`config.mk`:
```
export PLATFORM = sky130hd
export DESIGN_NAME = apb_rr_master
export DESIGN_NICKNAME = d
export VERILOG_FILES = /design/src/rtl/apb_rr_master.sv
export SDC_FILE = /design/constraint.sdc
export NUM_CORES = 1
export LEC_CHECK = 0
export CAP_MARGIN = 40
export CORE_ASPECT_RATIO = 1.2
export CORE_MARGIN = 2
export CORE_UTILIZATION = 35
export DETAILED_ROUTE_END_ITERATION = 8
export HOLD_SLACK_MARGIN = 0.1
export PLACE_DENSITY = 0.71
export RECOVER_POWER = 100
export SLEW_MARGIN = 20
export SYNTH_ARGS = -nofsm -noshare
export SYNTH_HDL_FRONTEND = slang
export SYNTH_SLANG_ARGS = --single-unit
export TNS_END_PERCENT = 30
```
`constraint.sdc`:
```
create_clock -name PCLK -period 4 [get_ports PCLK]
set_input_delay 0.8 -clock PCLK [delete_from_list [all_inputs] [get_ports PCLK]]
set_output_delay 0.8 -clock PCLK [all_outputs]
set_load 0.05 [all_outputs]
```
`src/rtl/apb_rr_master.sv`:
```
`default_nettype none
// ============================================================================
// apb_rr_master : round-robin APB2/APB3 master shared by NREQ requesters,
//                 with wait-state timeout abort
// Revision 1.0
// ============================================================================
module apb_rr_master #(
    parameter int NREQ    = 4,
    parameter int AW      = 32,
    parameter int DW      = 32,
    parameter int TIMEOUT = 16
) (
    input  logic                 PCLK,
    input  logic                 PRESETn,
    input  logic [NREQ-1:0]      req_valid,
    input  logic [NREQ-1:0]      req_write,
    input  logic [NREQ*AW-1:0]   req_addr,
    input  logic [NREQ*DW-1:0]   req_wdata,
    output logic [NREQ-1:0]      req_done,
    output logic [DW-1:0]        req_rdata,
    output logic                 req_err,
    output logic                 busy,
    output logic [AW-1:0]        PADDR,
    output logic                 PSEL,
    output logic                 PENABLE,
    output logic                 PWRITE,
    output logic [DW-1:0]        PWDATA,
    input  logic [DW-1:0]        PRDATA,
    input  logic                 PREADY
);

    localparam int          c_PW   = (NREQ > 1) ? $clog2(NREQ) : 1;
    localparam logic [c_PW:0] c_NREQ = (c_PW+1)'(NREQ);
    localparam logic [8:0]  c_TMO  = 9'(TIMEOUT);

    typedef enum logic [1:0] {
        IDLE   = 2'd0,
        SETUP  = 2'd1,
        ACCESS = 2'd2
    } state_t;

    state_t            r_state;
    logic [c_PW-1:0]   r_ptr;
    logic [c_PW-1:0]   r_grant;
    logic [7:0]        r_wait;

    logic [NREQ-1:0]   w_grant_oh;
    logic [NREQ-1:0]   w_cand;
    logic [2*NREQ-1:0] w_dbl;
    logic [c_PW-1:0]   w_off;
    logic [c_PW:0]     w_sum;
    logic [c_PW-1:0]   w_pick;
    logic              w_found;
    logic              w_timeout;
    logic              w_complete;
    logic              w_start;

    assign w_grant_oh = {{(NREQ-1){1'b0}}, 1'b1} << r_grant;

    // The requester whose completion is in flight (ACCESS) or just pulsed (IDLE)
    // still shows a stale valid and must not win again.
    assign w_cand = req_valid & ~((r_state == ACCESS) ? w_grant_oh : req_done);

    always_comb begin
        w_dbl   = {w_cand, w_cand} >> r_ptr;
        w_found = 1'b0;
        w_off   = '0;
        for (int k = NREQ - 1; k >= 0; k--) begin
            if (w_dbl[k]) begin
                w_found = 1'b1;
                w_off   = c_PW'(k);
            end
        end
        w_sum  = {1'b0, r_ptr} + {1'b0, w_off};
        w_pick = (w_sum >= c_NREQ) ? c_PW'(w_sum - c_NREQ) : w_sum[c_PW-1:0];
    end

    assign w_timeout  = (TIMEOUT != 0) && !PREADY && (({1'b0, r_wait} + 9'd1) >= c_TMO);
    assign w_complete = (r_state == ACCESS) && (PREADY || w_timeout);
    assign w_start    = w_found && ((r_state == IDLE) || w_complete);

    always_ff @(posedge PCLK or negedge PRESETn) begin
        if (!PRESETn) begin
            r_state   <= IDLE;
            r_ptr     <= '0;
            r_grant   <= '0;
            r_wait    <= '0;
            req_done  <= '0;
            req_rdata <= '0;
            req_err   <= 1'b0;
            busy      <= 1'b0;
            PADDR     <= '0;
            PSEL      <= 1'b0;
            PENABLE   <= 1'b0;
            PWRITE    <= 1'b0;
            PWDATA    <= '0;
        end else begin
            req_done <= '0;
            req_err  <= 1'b0;
            case (r_state)
                SETUP: begin
                    r_state <= ACCESS;
                    PENABLE <= 1'b1;
                    r_wait  <= '0;
                end
                ACCESS: begin
                    if (w_complete) begin
                        req_done  <= w_grant_oh;
                        req_err   <= !PREADY;
                        req_rdata <= (PREADY && !PWRITE) ? PRDATA : '0;
                        r_state   <= IDLE;
                        PSEL      <= 1'b0;
                        PENABLE   <= 1'b0;
                        busy      <= 1'b0;
                    end else if (r_wait != 8'hFF) begin
                        r_wait <= r_wait + 8'd1;
                    end
                end
                default: r_state <= IDLE;
            endcase
            // A new grant overrides the return to IDLE, giving back-to-back SETUP.
            if (w_start) begin
                r_state <= SETUP;
                PSEL    <= 1'b1;
                PENABLE <= 1'b0;
                busy    <= 1'b1;
                r_grant <= w_pick;
                r_ptr   <= (w_pick == c_PW'(NREQ - 1)) ? '0 : w_pick + c_PW'(1);
                PADDR   <= req_addr[w_pick*AW +: AW];
                PWRITE  <= req_write[w_pick];
                PWDATA  <= req_wdata[w_pick*DW +: DW];
            end
        end
    end

endmodule
`default_nettype wire

```
== Word-level counts from Yosys, hierarchy flattened ==
Index checks and enable logic that the tools add are counted.

* Input bits: 299
* Flip-flop bits (word level): 118

* Add/subtract/negate cells: 5
* Mux-type cells: 29
* Reduce and logical (&&, ||, !) cells: 17
* Equality and inequality tests: 7
* Shift operators: 4
* Order comparisons: 3
* Bitwise logic cells: 2

{| class="wikitable"
|+ Operators by type and width
! operator !! number
|-
| 128-bit by 8-bit indexed part select with 32-bit output || 2
|-
| 32-bit two-way mux || 1
|-
| 2-bit two-way mux || 8
|-
| 8-bit two-way mux || 2
|-
| 8-bit case mux with 2 select lines || 1
|-
| 4-bit two-way mux || 3
|-
| 1-bit two-way mux || 11
|-
| 8-bit by 1-bit adder with 9-bit output (second input constant) || 1
|-
| 9-bit by 5-bit greater-or-equal comparator with 1-bit output (second input constant) || 1
|-
| 8-bit by 1-bit adder with 8-bit output (second input constant) || 1
|-
| 8-bit inequality test (second input constant) || 1
|-
| 8-bit by 2-bit right shift with 4-bit output || 1
|-
| 2-bit AND reduction || 3
|-
| 2-bit nonzero test || 3
|-
| 4-bit AND || 1
|-
| 2-bit equality test (second input constant) || 2
|-
| 1-bit logical AND || 4
|-
| 4-bit NOT || 1
|-
| 2-bit case mux with 2 select lines || 1
|-
| 1-bit by 2-bit << shifter with 4-bit output (first input constant) || 1
|-
| 2-bit by 2-bit adder with 3-bit output || 1
|-
| 3-bit greater-or-equal comparator (second input constant) || 1
|-
| 2-bit by 3-bit < comparator with 1-bit output (second input constant) || 1
|-
| 3-bit inequality test (second input constant) || 1
|-
| other kinds (12) || 14
|}

== Depth between registers and ports, before layout ==
Gate-level depths: netlist (run 1).

* Depth in word-level cells: 14
* Depth in mapped cells: 15
* Mapped depth without buffers: 11

== Worst setup path after synthesis (run 1) ==
Ideal clock, no wire load.

* Path type: input to register
* Start: input req_valid[0]
* End: register PADDR[10]
* Stages on the path: 13
* Required time: 3.858 ns
* Arrival: 3.545 ns
* Setup slack: 0.312 ns
* Path buffers: 3
* Setup time: 0.142 ns
* Path through: inv_1 > a211oi_4 > nor3_1 > a311oi_1 > o211ai_1 > ha_1 > clkbuf_1 > clkbuf_1 > clkbuf_1 > mux2i_1 > o22ai_1 > nor3_1 > o221ai_1

* Word-level cells in the longest chain between the ends: 10
* Elaborated cells between the ends (all ways): 16

{| class="wikitable"
|+ RTL lines
! what !! RTL line !! text
|-
| start: declaration || 15 || <nowiki>input logic [NREQ-1:0] req_valid,</nowiki>
|-
| 4-bit AND (*) || 62 || <nowiki>assign w_cand = req_valid & ~((r_state == ACCESS) ? w_grant_oh : req_done);</nowiki>
|-
| 8-bit by 2-bit right shift with 4-bit output (*) || 65 || <nowiki>w_dbl = {w_cand, w_cand} >> r_ptr;</nowiki>
|-
| 2-bit two-way mux (3 in a row) || 69 || <nowiki>if (w_dbl[k]) begin</nowiki>
|-
| 2-bit two-way mux (*) || 69 ||
|-
| 2-bit by 2-bit adder with 3-bit output (*) || 74 || <nowiki>w_sum = {1'b0, r_ptr} + {1'b0, w_off};</nowiki>
|-
| 3-bit greater-or-equal comparator / 2-bit by 1-bit subtractor with 2-bit output (equally long branches) || 75 || <nowiki>w_pick = (w_sum >= c_NREQ) ? c_PW'(w_sum - c_NREQ) : w_sum[c_PW-1:0];</nowiki>
|-
| 2-bit two-way mux (*) || 75 ||
|-
| net w_pick[0] || 52 || <nowiki>logic [c_PW-1:0] w_pick;</nowiki>
|-
| 128-bit by 8-bit indexed part select with 32-bit output (*) || 129 || <nowiki>PADDR <= req_addr[w_pick*AW +: AW];</nowiki>
|-
| end signal: assignment || 129 ||
|-
| end: declaration || 23 || <nowiki>output logic [AW-1:0] PADDR,</nowiki>
|}

The timed path passes the listed nets; every way through them passes the cells marked *.
A chain may end at the register's enable or synchronous reset.

== Worst setup path after layout (run 1) ==
* Start: register r_state[0]
* End: register PWDATA[17]

* Word-level cells in the longest chain between the ends: 13
* Elaborated cells between the ends (all ways): 22

{| class="wikitable"
|+ RTL lines
! what !! RTL line !! text
|-
| start: declaration || 42 || <nowiki>state_t r_state;</nowiki>
|-
| start signal: assignment || 84 || <nowiki>r_state <= IDLE;</nowiki>
|-
| start signal: assignment || 102 || <nowiki>r_state <= ACCESS;</nowiki>
|-
| start signal: assignment || 111 || <nowiki>r_state <= IDLE;</nowiki>
|-
| 2-bit equality test || 62, 79 ||
|-
| 4-bit two-way mux || 62 ||
|-
| 4-bit NOT || 62 ||
|-
| 4-bit AND || 62 ||
|-
| 8-bit by 2-bit right shift with 4-bit output || 65 ||
|-
| 2-bit two-way mux (4 in a row) || 69 ||
|-
| 2-bit by 2-bit adder with 3-bit output || 74 ||
|-
| 3-bit greater-or-equal comparator / 2-bit by 1-bit subtractor with 2-bit output (equally long branches) || 75 ||
|-
| 2-bit two-way mux || 75 ||
|-
| 128-bit by 8-bit indexed part select with 32-bit output || 131 || <nowiki>PWDATA <= req_wdata[w_pick*DW +: DW];</nowiki>
|-
| end signal: assignment || 131 ||
|-
| end: declaration || 27 || <nowiki>output logic [DW-1:0] PWDATA,</nowiki>
|}

Parallel ways exist; a longest one is shown, timed or not.

==> flow_summary_export.csv, run 1 <==
group,metric,value,unit
critical_path,cp_slowest_stage_delay,0.54,ns
routing,routed_wl,32.9,mm
logic_synthesis,ys_types,54,
logic_synthesis,syn_inst,944,
sta,fin_ws,0.311,ns
critical_path,path_buf_inv,2,
logic_synthesis,synthTopCellsByArea,"dfrtp_1, mux2i_1, nor3_1, a2bb2oi_1, o221ai_1",
die,die_y,174,um
logic_synthesis,yosysWarnings,0,
finish,num-nets-final,1630,
min_path,holdCritPathClass,"register to register",
clock_network,cts.htree.levels,4,
critical_path,cp_top_family,"compound AO/OA/AOI/OAI gates",
die,rows,62,
status,violations,"capacitance limit, slew limit",
sta,finalCritPeriodShare,92.2,%
logic_synthesis,ys_ff_latch,118,
logic_synthesis,synth_area,0.00842,sq mm
grt,grt_pass1_vias,9471,
routing,drt-vias-per-instance,5.76,
pwr,powerDensity,1010,mW/mm^2
clock_network,post_cts_buffers,0,
die,pin_count,404,
clock_network,clock_path_buffers,2,
sta,worst_hold_slack,0.457,ns
sta,hold_viol_final,0,
critical_path,crit_required,4.26,ns
clock_network,clkTransAtPathRegs,0.06,ns
logic_synthesis,yosysTopAreaCell,"dfrtp_1",
min_path,hold_path_depth,2,
die,coreArea,0.0238,sq mm
finish,syn2layout_area_growth,62.6,%
sta,fin_skew,0.0136,ns
critical_path,end_kind,"register",
routing,drt_pass1_iterations,6,
sta,worstMarginPinSlew,1.56,ns
die,initial_core_util,35.3,%
grt,antenna_found_initial,0,
placement,dpl.hpwl,23.4,mm
finish,layout-drive-gt1-share,7.98,%
clock_network,cts_sinks,118,
sta,maxSlewViolCount,37,
clock_network,cts_tree,"yes",
routing,vias,9566,
placement,placed_area,0.0131,sq mm
finish,multi_input_area,0.00502,sq mm
routing,ant_nets,0,
logic_synthesis,syn_avg_cell_area,8.92,sq um
clock_network,root_buffer,"clkbuf_16",
grt,groute.usage.overall,25.4,%
die,dieArea,0.0253,sq mm
critical_path,worstPathArrival,3.95,ns
logic_synthesis,synth_edf_count,0,
clock_network,clk_latency,0.41,ns
logic_synthesis,synth_nets,1246,
placement,routabilityCongestion,0.805,
critical_path,cp.depth,12,
critical_path,r2r_cells,12,
grt,overflow,0,
placement,dp_slack,0.0395,ns
logic_synthesis,async_reset_ff_share,100,%
sta,relSlewSlack,-4.22,%
sta,finalSetupViolations,0,
pwr,p_total,13.8,mW
status,outcome,"complete, but fails checks",
finish,final.fill_count,2106,
finish,diodes,0,
pwr,ir_drop,0.000491,V
routing,drt-wirelength-per-cell,19.8,um
logic_synthesis,synth-main-ff-cell,"dfrtp_1",
critical_path,crit_type,"register to register",
sta,max_freq,271,MHz
run,cap_violations,1,
logic_synthesis,synth_commonest_cells,"nor3_1, mux2i_1, dfrtp_1, nand2_1, clkbuf_1",
clock_network,numCtsBuffers,17,
critical_path,crit_chain,"nand2b_1 -> a211oi_4 -> a311oi_1 -> o211ai_1 -> ha_4 -> clkbuf_1 -> nor2_1 -> o21ai_4 -> buf_4 -> o22ai_1 -> nor3_1 -> o221ai_1",
routing,drt_iter0_drc,616,
critical_path,slowest_stage,"dfrtp_1",
logic_synthesis,yosys.area.top_type_share,35.1,%
placement,numPortBuffers,403,
grt,grt_max_degree,134,
logic_synthesis,yosysMostFrequentCell,"nor3_1",
die,die_w,146,um
grt,grt_pass1_wl,52.2,mm
routing,drc,0,
finish,stdcell_area,0.0137,sq mm
finish,regArea,0.00295,sq mm
pwr,leakage,5.83,nW
sta,min_period,3.69,ns
logic_synthesis,synth.yosys.seq_area_share,35.1,%
sta,rsz0062_at_grt,"no",
critical_path,worstPathMaxFanout,33,
critical_path,start_kind,"register",
sta,tns,0,ns
==> cells in the final DEF, fill, tap and decap left out, types with 3 or more instances in the layout <==
master             n
buf_12            14
dfrtp_1          117
o2111ai_1          9
dlygate4sd3_1    106
nand2_1           78
a2bb2oi_1         64
buf_4             37
o211ai_1           3
clkinv_4           4
bufinv_16          4
inv_1              8
o221ai_1          64
clkbuf_1           6
a32o_1             3
and2_0             5
o21ai_0            5
clkinvlp_4         3
o22ai_1           64
xnor2_1            3
clkbuf_2           4
nand3_1           36
mux2i_1          131
clkdlybuf4s50_1  296
nor3_1           196
clkbuf_16         17
nor2_1             9
==> final timing paths <==
path / slack, ns / to / start
worst max-delay path: 0.31 / PWDATA[17]$_DFFE_PN0P_ / r_state[0]$_DFFE_PN0P_
worst min-delay path: 0.46 / req_rdata[29]$_DFFE_PN0N_ / req_rdata[29]$_DFFE_PN0N_
worst min register to register: 0.46 / req_rdata[29]$_DFFE_PN0N_ / req_rdata[29]$_DFFE_PN0N_
worst max register to register: 0.31 / PWDATA[17]$_DFFE_PN0P_ / r_state[0]$_DFFE_PN0P_
max in group asynchronous: 1.51 / req_rdata[13]$_DFFE_PN0N_ / PRESETn
min in group asynchronous: 0.55 / req_rdata[6]$_DFFE_PN0N_ / PRESETn
==> registers in the layout, summed over array words and instances, names as in the netlist <==
name       flops
r_ptr          2
PENABLE        1
r_grant        2
PWRITE         1
req_err        1
r_wait         8
PWDATA        32
r_state        2
req_done       4
PADDR         32
req_rdata     32
PSEL           1
==> per-layer routing <==
metal | share of wire (%) | global-route usage (%) | up-vias
met5 | 0 | 0 | -
met4 | 1.9 | 6.50 | 0
met3 | 7.1 | 5.43 | 50
met2 | 52 | 45.8 | 458
met1 | 39 | 30.8 | 4597
li1 | - | - | 4461
==> power by group <==
group | internal [mW] | switching (mW) | total, mW
clock network | 1.05 | 0.602 | 1.65
logic | 4.14 | 5.96 | 10.1
registers | 1.70 | 0.378 | 2.08
total | 6.89 | 6.94 | 13.8
==> final cells by class <==
cell class | count | share of cell area [%]
clock inverters | 14 | 1.46
multi-input cells | 717 | 36.7
well taps | 320 | 2.93
repair buffers | 464 | 33.9
clock buffers | 18 | 3.14
inverters | 10 | 0.274
flip-flops and latches | 118 | 21.6
==> logic make-up (layout without fill, tap and decap cells) <==
kind of cell / count (synthesis) / after routing / share of synthesized area [%]
simple gates: 350 / 350 / 20.6
compound gates: 229 / 229 / 21.9
mux: 131 / 131 / 15.6
flops: 118 / 118 / 35.1
buf+inv: 109 / 506 / 5.87
xor+xnor: 4 / 4 / 0.580
fa+ha+maj: 3 / 3 / 0.446
==> tightest hold or removal path, stage by stage, from the launching register on <==
cell	delay, ns
dfrtp_1	0.33
nand2_1	0.05
nand2_1	0.05
==> metrics by stage <==
step	util, %	std cells
after floorplan	-	944
after global placement	55.0	1628
after detailed placement	55.2	1629
after CTS	57.8	1661
after global routing	57.5	1661
final	57.5	1661
==> timing repair <==
| item | 4_1_cts | 5_1_grt |
|---|---|---|
| hold buffers | 0 | 0 |
| gates resized for setup | 0 | 1 |
| setup endpoints to repair | 0 | 10 |
Power figures use the tool's default switching activity.
==> run 2: changes to the inputs <==
--- a/config.mk
+++ b/config.mk
@@ -6,12 +6,11 @@
 export NUM_CORES = 1
 export LEC_CHECK = 0
 export CAP_MARGIN = 40
-export CORE_ASPECT_RATIO = 1.2
-export CORE_MARGIN = 2
-export CORE_UTILIZATION = 35
+export CORE_AREA = 2 2 158 160
 export DETAILED_ROUTE_END_ITERATION = 8
+export DIE_AREA = 0 0 160 162
 export HOLD_SLACK_MARGIN = 0.1
-export PLACE_DENSITY = 0.71
+export PLACE_DENSITY = 0.7
 export RECOVER_POWER = 100
 export SLEW_MARGIN = 20
 export SYNTH_ARGS = -nofsm -noshare
==> flow_summary_export.csv, run 2 (synthesized netlist as in run 1, its figures left out) <==
group,metric,value,unit
status,outcome,"complete, but fails checks",
status,violations,"capacitance limit, slew limit",
sta,min_period,3.72,ns
critical_path,worstPathArrival,3.98,ns
finish,postLayoutCoreUtil,56.3,%
sta,tns,0,ns
die,initial_core_util,34.9,%
finish,syn2layout_area_growth,61.1,%
clock_network,cts_tree,"yes",
clock_network,cts_resized,0,
clock_network,root_buffer,"clkbuf_16",
pwr,p_total,13.5,mW
die,die_w,160,um
die,dieArea,0.0259,sq mm
clock_network,numCtsBuffers,17,
routing,routed_wl,32.8,mm
grt,grt_pass1_wl,51.3,mm
sta,relSlewSlack,-105,%
clock_network,clock_path_buffers,2,
placement,placed_area,0.0130,sq mm
pwr,ir_drop,0.000555,V
grt,overflow,0,
finish,num-nets-final,1620,
sta,fin_skew,0.0126,ns
placement,routabilityCongestion,0.790,
grt,grt_max_degree,134,
routing,vias,9546,
grt,grt_pass1_vias,9392,
sta,max_freq,269,MHz
critical_path,end_kind,"register",
die,pin_count,404,
sta,finalSetupViolations,0,
die,rows,57,
pwr,powerDensity,998,mW/mm^2
critical_path,worstPathMaxFanout,35,
run,cap_violations,1,
finish,regArea,0.00295,sq mm
critical_path,start_kind,"register",
grt,groute.usage.overall,24.6,%
pwr,leakage,5.77,nW
routing,drt_iter0_drc,622,
sta,finalCritPeriodShare,92.9,%
routing,drt-vias-per-instance,5.75,
routing,drt-wirelength-per-cell,19.8,um
critical_path,crit_required,4.26,ns
clock_network,cts_sinks,118,
placement,dpl.hpwl,23.0,mm
clock_network,postCtsHoldBufs,0,
routing,drt_pass1_iterations,5,
clock_network,clkTransAtPathRegs,0.06,ns
finish,layout_commonest_cell,"clkdlybuf4s50_1",
critical_path,crit_chain,"nand2b_1 -> a211oi_4 -> a311oi_1 -> o211ai_1 -> ha_4 -> clkbuf_2 -> nor2_1 -> o21ai_4 -> buf_6 -> o22ai_1 -> nor3_1 -> o221ai_1",
routing,ant_nets,0,
sta,worst_hold_slack,0.463,ns
finish,stdcell_area,0.0136,sq mm
critical_path,crit_type,"register to register",
min_path,holdCritPathClass,"register to register",
die,die_y,162,um
critical_path,slowest_stage,"dfrtp_1",
sta,rsz0062_at_grt,"no",
clock_network,post_cts_buffers,0,
placement,numPortBuffers,403,
finish,reg_top3,"PADDR (32), PWDATA (32), req_rdata (32)",
critical_path,cp_slowest_stage_delay,0.61,ns
finish,final.fill_count,2228,
sta,worstMarginPinSlew,3.08,ns
sta,maxSlewViolCount,119,
finish,layout-drive-gt1-share,7.51,%
clock_network,clk_latency,0.42,ns
grt,antenna_found_initial,5,
die,coreArea,0.0241,sq mm
finish,final_cell_mix,"clkdlybuf4s50_1, nor3_1, mux2i_1, dfrtp_1, dlygate4sd3_1",
clock_network,cts.htree.levels,4,
finish,multi_input_area,0.00502,sq mm
sta,hold_viol_final,0,
routing,drc,0,
run 2: per-layer routing:
layer / up-vias / track usage (%) / routed length, um
met5: - / 0 / 0
met4: 0 / 9.83 / 833
met3: 52 / 5.57 / 2440
met2: 412 / 41.5 / 16200
met1: 4638 / 30.6 / 13300
li1: 4444 / - / -
run 2: metrics by stage:
stage / worst slack [ns] / std cells
3_3_place_gp: 0.114 / 1623
2_1_floorplan: 0.312 / 944
3_5_place_dp: 0.0472 / 1623
5_1_grt: 0.00587 / 1660
6_report: 0.284 / 1660
4_1_cts: 0.326 / 1655
run 2: worst paths after layout:
path | to | depth (start not counted) | slack, ns | startpoint
min reg2reg | req_rdata[7]$_DFFE_PN0N_ | 2 | 0.46 | req_rdata[7]$_DFFE_PN0N_
max reg2reg | PADDR[24]$_DFFE_PN0P_ | 12 | 0.28 | r_state[1]$_DFFE_PN0P_
min in group asynchronous | r_wait[3]$_DFFE_PN0P_ | 2 | 1.51 | PRESETn
max | PADDR[24]$_DFFE_PN0P_ | 12 | 0.28 | r_state[1]$_DFFE_PN0P_
min | req_rdata[7]$_DFFE_PN0N_ | 2 | 0.46 | req_rdata[7]$_DFFE_PN0N_
max in group asynchronous | PWDATA[18]$_DFFE_PN0P_ | 2 | 0.71 | PRESETn
run 2: critical path: cells and delay by family (launching register included):
kind	cells	cell delay [ns]
AOI/OAI and AO/OA	6	1.48
adders and majority gates	1	0.18
buffers and inverters	2	0.60
and+or+nand+nor	3	0.65
DFF	1	0.61
run 2: report_power, final:
group | leakage [nW] | internal, mW | switching (mW)
sequential | 1.51 | 1.70 | 0.365
combinational | 3.98 | 3.99 | 5.95
clock | 0.282 | 0.883 | 0.653
total | 5.77 | 6.58 | 6.96
run 2: final cells by class:
type | instances | share of cell area [%]
multi-input cells | 717 | 37.0
repair buffers | 454 | 33.6
flip-flops and latches | 118 | 21.8
clock buffers | 17 | 3.14
well taps | 324 | 2.99
clock inverters | 15 | 1.16
inverters | 10 | 0.277
diodes | 5 | 0.0923
==> run 3: changes to the inputs <==
--- a/config.mk
+++ b/config.mk
@@ -5,12 +5,14 @@
 export SDC_FILE = /design/constraint.sdc
 export NUM_CORES = 1
 export LEC_CHECK = 0
+export ABC_CLOCK_PERIOD_IN_PS = 4000
 export CAP_MARGIN = 40
-export CORE_AREA = 2 2 158 160
+export CORE_AREA = 5 5 155 157
+export CTS_BUF_LIST = sky130_fd_sc_hd__clkbuf_4 sky130_fd_sc_hd__clkbuf_8
 export DETAILED_ROUTE_END_ITERATION = 8
 export DIE_AREA = 0 0 160 162
 export HOLD_SLACK_MARGIN = 0.1
-export PLACE_DENSITY = 0.7
+export PLACE_DENSITY = 0.75
 export RECOVER_POWER = 100
 export SLEW_MARGIN = 20
 export SYNTH_ARGS = -nofsm -noshare
==> flow_summary_export.csv, run 3 (synthesized netlist as in run 1, its figures left out) <==
group,metric,value,unit
status,outcome,"complete, but fails checks",
status,violations,"capacitance limit, slew limit",
grt,grt_pass1_vias,9457,
critical_path,path_buf_inv,2,
clock_network,cts.htree.levels,4,
placement,dpl.hpwl,24.5,mm
pwr,ir_drop,0.000597,V
critical_path,crit_type,"register to register",
finish,num-nets-final,1611,
finish,syn2layout_area_growth,57.4,%
grt,grt_max_degree,134,
sta,fin_skew,0.0271,ns
critical_path,end_kind,"register",
finish,postLayoutCoreUtil,59.3,%
critical_path,start_kind,"register",
critical_path,cp_slowest_stage_delay,0.53,ns
clock_network,clk_latency,0.45,ns
pwr,p_total,13.1,mW
grt,use_met3,5.46,%
critical_path,slowest_stage,"dfrtp_1",
grt,overflow,0,
grt,groute.usage.overall,25.0,%
die,pin_count,404,
grt,antenna_found_initial,1,
grt,busiest_layer,"met2",
critical_path,worstPathMaxFanout,20,
critical_path,worst_path_most_repeated_cell,"nor3_1",
finish,layout-drive-gt1-share,6.73,%
grt,grt_pass1_wl,52.6,mm
sta,rsz0062_at_grt,"no",
die,initial_core_util,37.6,%
finish,final_cell_mix,"clkdlybuf4s50_1, nor3_1, mux2i_1, dfrtp_1, dlygate4sd3_1",
routing,routed_wl,34.2,mm
routing,drc,0,
placement,numPortBuffers,403,
critical_path,r2r-start,"r_state[0]$_DFFE_PN0P_",
finish,layout_commonest_cell,"clkdlybuf4s50_1",
die,die_w,160,um
grt,grt_use_met1,31.6,%
critical_path,cp_top_family,"compound AO/OA/AOI/OAI gates",
routing,drt_pass1_iterations,5,
sta,worst_hold_slack,0.461,ns
sta,finalCritPeriodShare,93.3,%
clock_network,clock_path_buffers,2,
run,cap_violations,2,
routing,vias,9463,
clock_network,cts_tree,"yes",
die,coreArea,0.0224,sq mm
finish,reg_top3,"PADDR (32), PWDATA (32), req_rdata (32)",
clock_network,numCtsBuffers,17,
sta,finalSetupViolations,0,
routing,drt-wirelength-per-cell,21.2,um
grt,grtUsageMet2,43.2,%
routing,ant_nets,0,
sta,maxSlewViolCount,89,
clock_network,root_buffer,"clkbuf_8",
routing,drt-vias-per-instance,5.88,
clock_network,post_cts_buffers,0,
clock_network,clkTransAtPathRegs,0.07,ns
critical_path,worstPathArrival,4.01,ns
sta,worstMarginPinSlew,3.10,ns
sta,relSlewSlack,-107,%
critical_path,worstSetupStartpoint,"r_state[0]$_DFFE_PN0P_",
placement,routabilityCongestion,0.849,
routing,drt_iter0_drc,864,
clock_network,cts_sinks,118,
sta,hold_viol_final,0,
critical_path,ff2ff_setup_slack,0.27,ns
pwr,leakage,5.64,nW
critical_path,crit_chain,"nand2b_1 -> a211oi_4 -> nor3_1 -> a311oi_1 -> o211ai_1 -> ha_4 -> buf_12 -> clkbuf_2 -> mux2i_1 -> o22ai_1 -> nor3_1 -> o221ai_1",
critical_path,crit_required,4.28,ns
die,rows,55,
sta,min_period,3.73,ns
die,dieArea,0.0259,sq mm
sta,max_freq,268,MHz
min_path,holdCritPathClass,"register to register",
die,die_y,162,um
pwr,powerDensity,985,mW/mm^2
min_path,min_from,"req_rdata[28]$_DFFE_PN0N_",
==> run 3: layer usage <==
| layer | up-vias | share of wire (%) |
|---|---|---|
| li1 | 4424 | - |
| met1 | 4566 | 40 |
| met2 | 433 | 51 |
| met3 | 40 | 7.7 |
| met4 | 0 | 2.0 |
| met5 | - | 0 |
==> run 3: worst paths after layout <==
path | end | cells after the start
worst min register to register | req_rdata[28]$_DFFE_PN0N_ | 2
worst max-delay path | PADDR[16]$_DFFE_PN0P_ | 12
worst min-delay path | req_rdata[28]$_DFFE_PN0N_ | 2
max in group asynchronous | PADDR[1]$_DFFE_PN0P_ | 1
min in group asynchronous | req_rdata[2]$_DFFE_PN0N_ | 1
worst max register to register | PADDR[16]$_DFFE_PN0P_ | 12
==> run 3: power by group <==
group          switching [mW]  internal (mW)  total, mW
clock network           0.526          0.638       1.16
logic                    5.95           3.89       9.84
registers               0.348           1.70       2.05
==> run 3: final cells by class <==
type                    instances  area, sq um
fillers                      1986         9110
multi-input cells             717         5020
repair buffers                445         4470
flip-flops and latches        118         2950
well taps                     285          357
clock buffers                  20          256
clock inverters                12          153
inverters                      10         37.5
diodes                          1         2.50
==> run 3: metrics by stage <==
step	area (sq um)	std cells	worst slack [ns]	TNS (ns)
6_report	13300	1608	0.267	0
5_1_grt	13300	1608	0.00419	0
4_1_cts	13300	1607	0.284	0
3_5_place_dp	12900	1575	-0.0668	-0.298
3_3_place_gp	12900	1574	0.00788	0
2_1_floorplan	8420	944	0.312	0
==> run 3: what timing repair did <==
action | in CTS | in global routing
endpoints found under the setup margin | 0 | 6
hold buffers | 0 | 0
gates resized for setup | 0 | 2
==> run 3: worst register-to-register path, delay by kind of cell (launching register included) <==
kind                       cells  cell delay [ns]
AOI/OAI and AO/OA              5             1.17
and+or+nand+nor                3             0.66
DFF                            1             0.53
adders and majority gates      1             0.44
buffers and inverters          2             0.44
muxes                          1             0.35
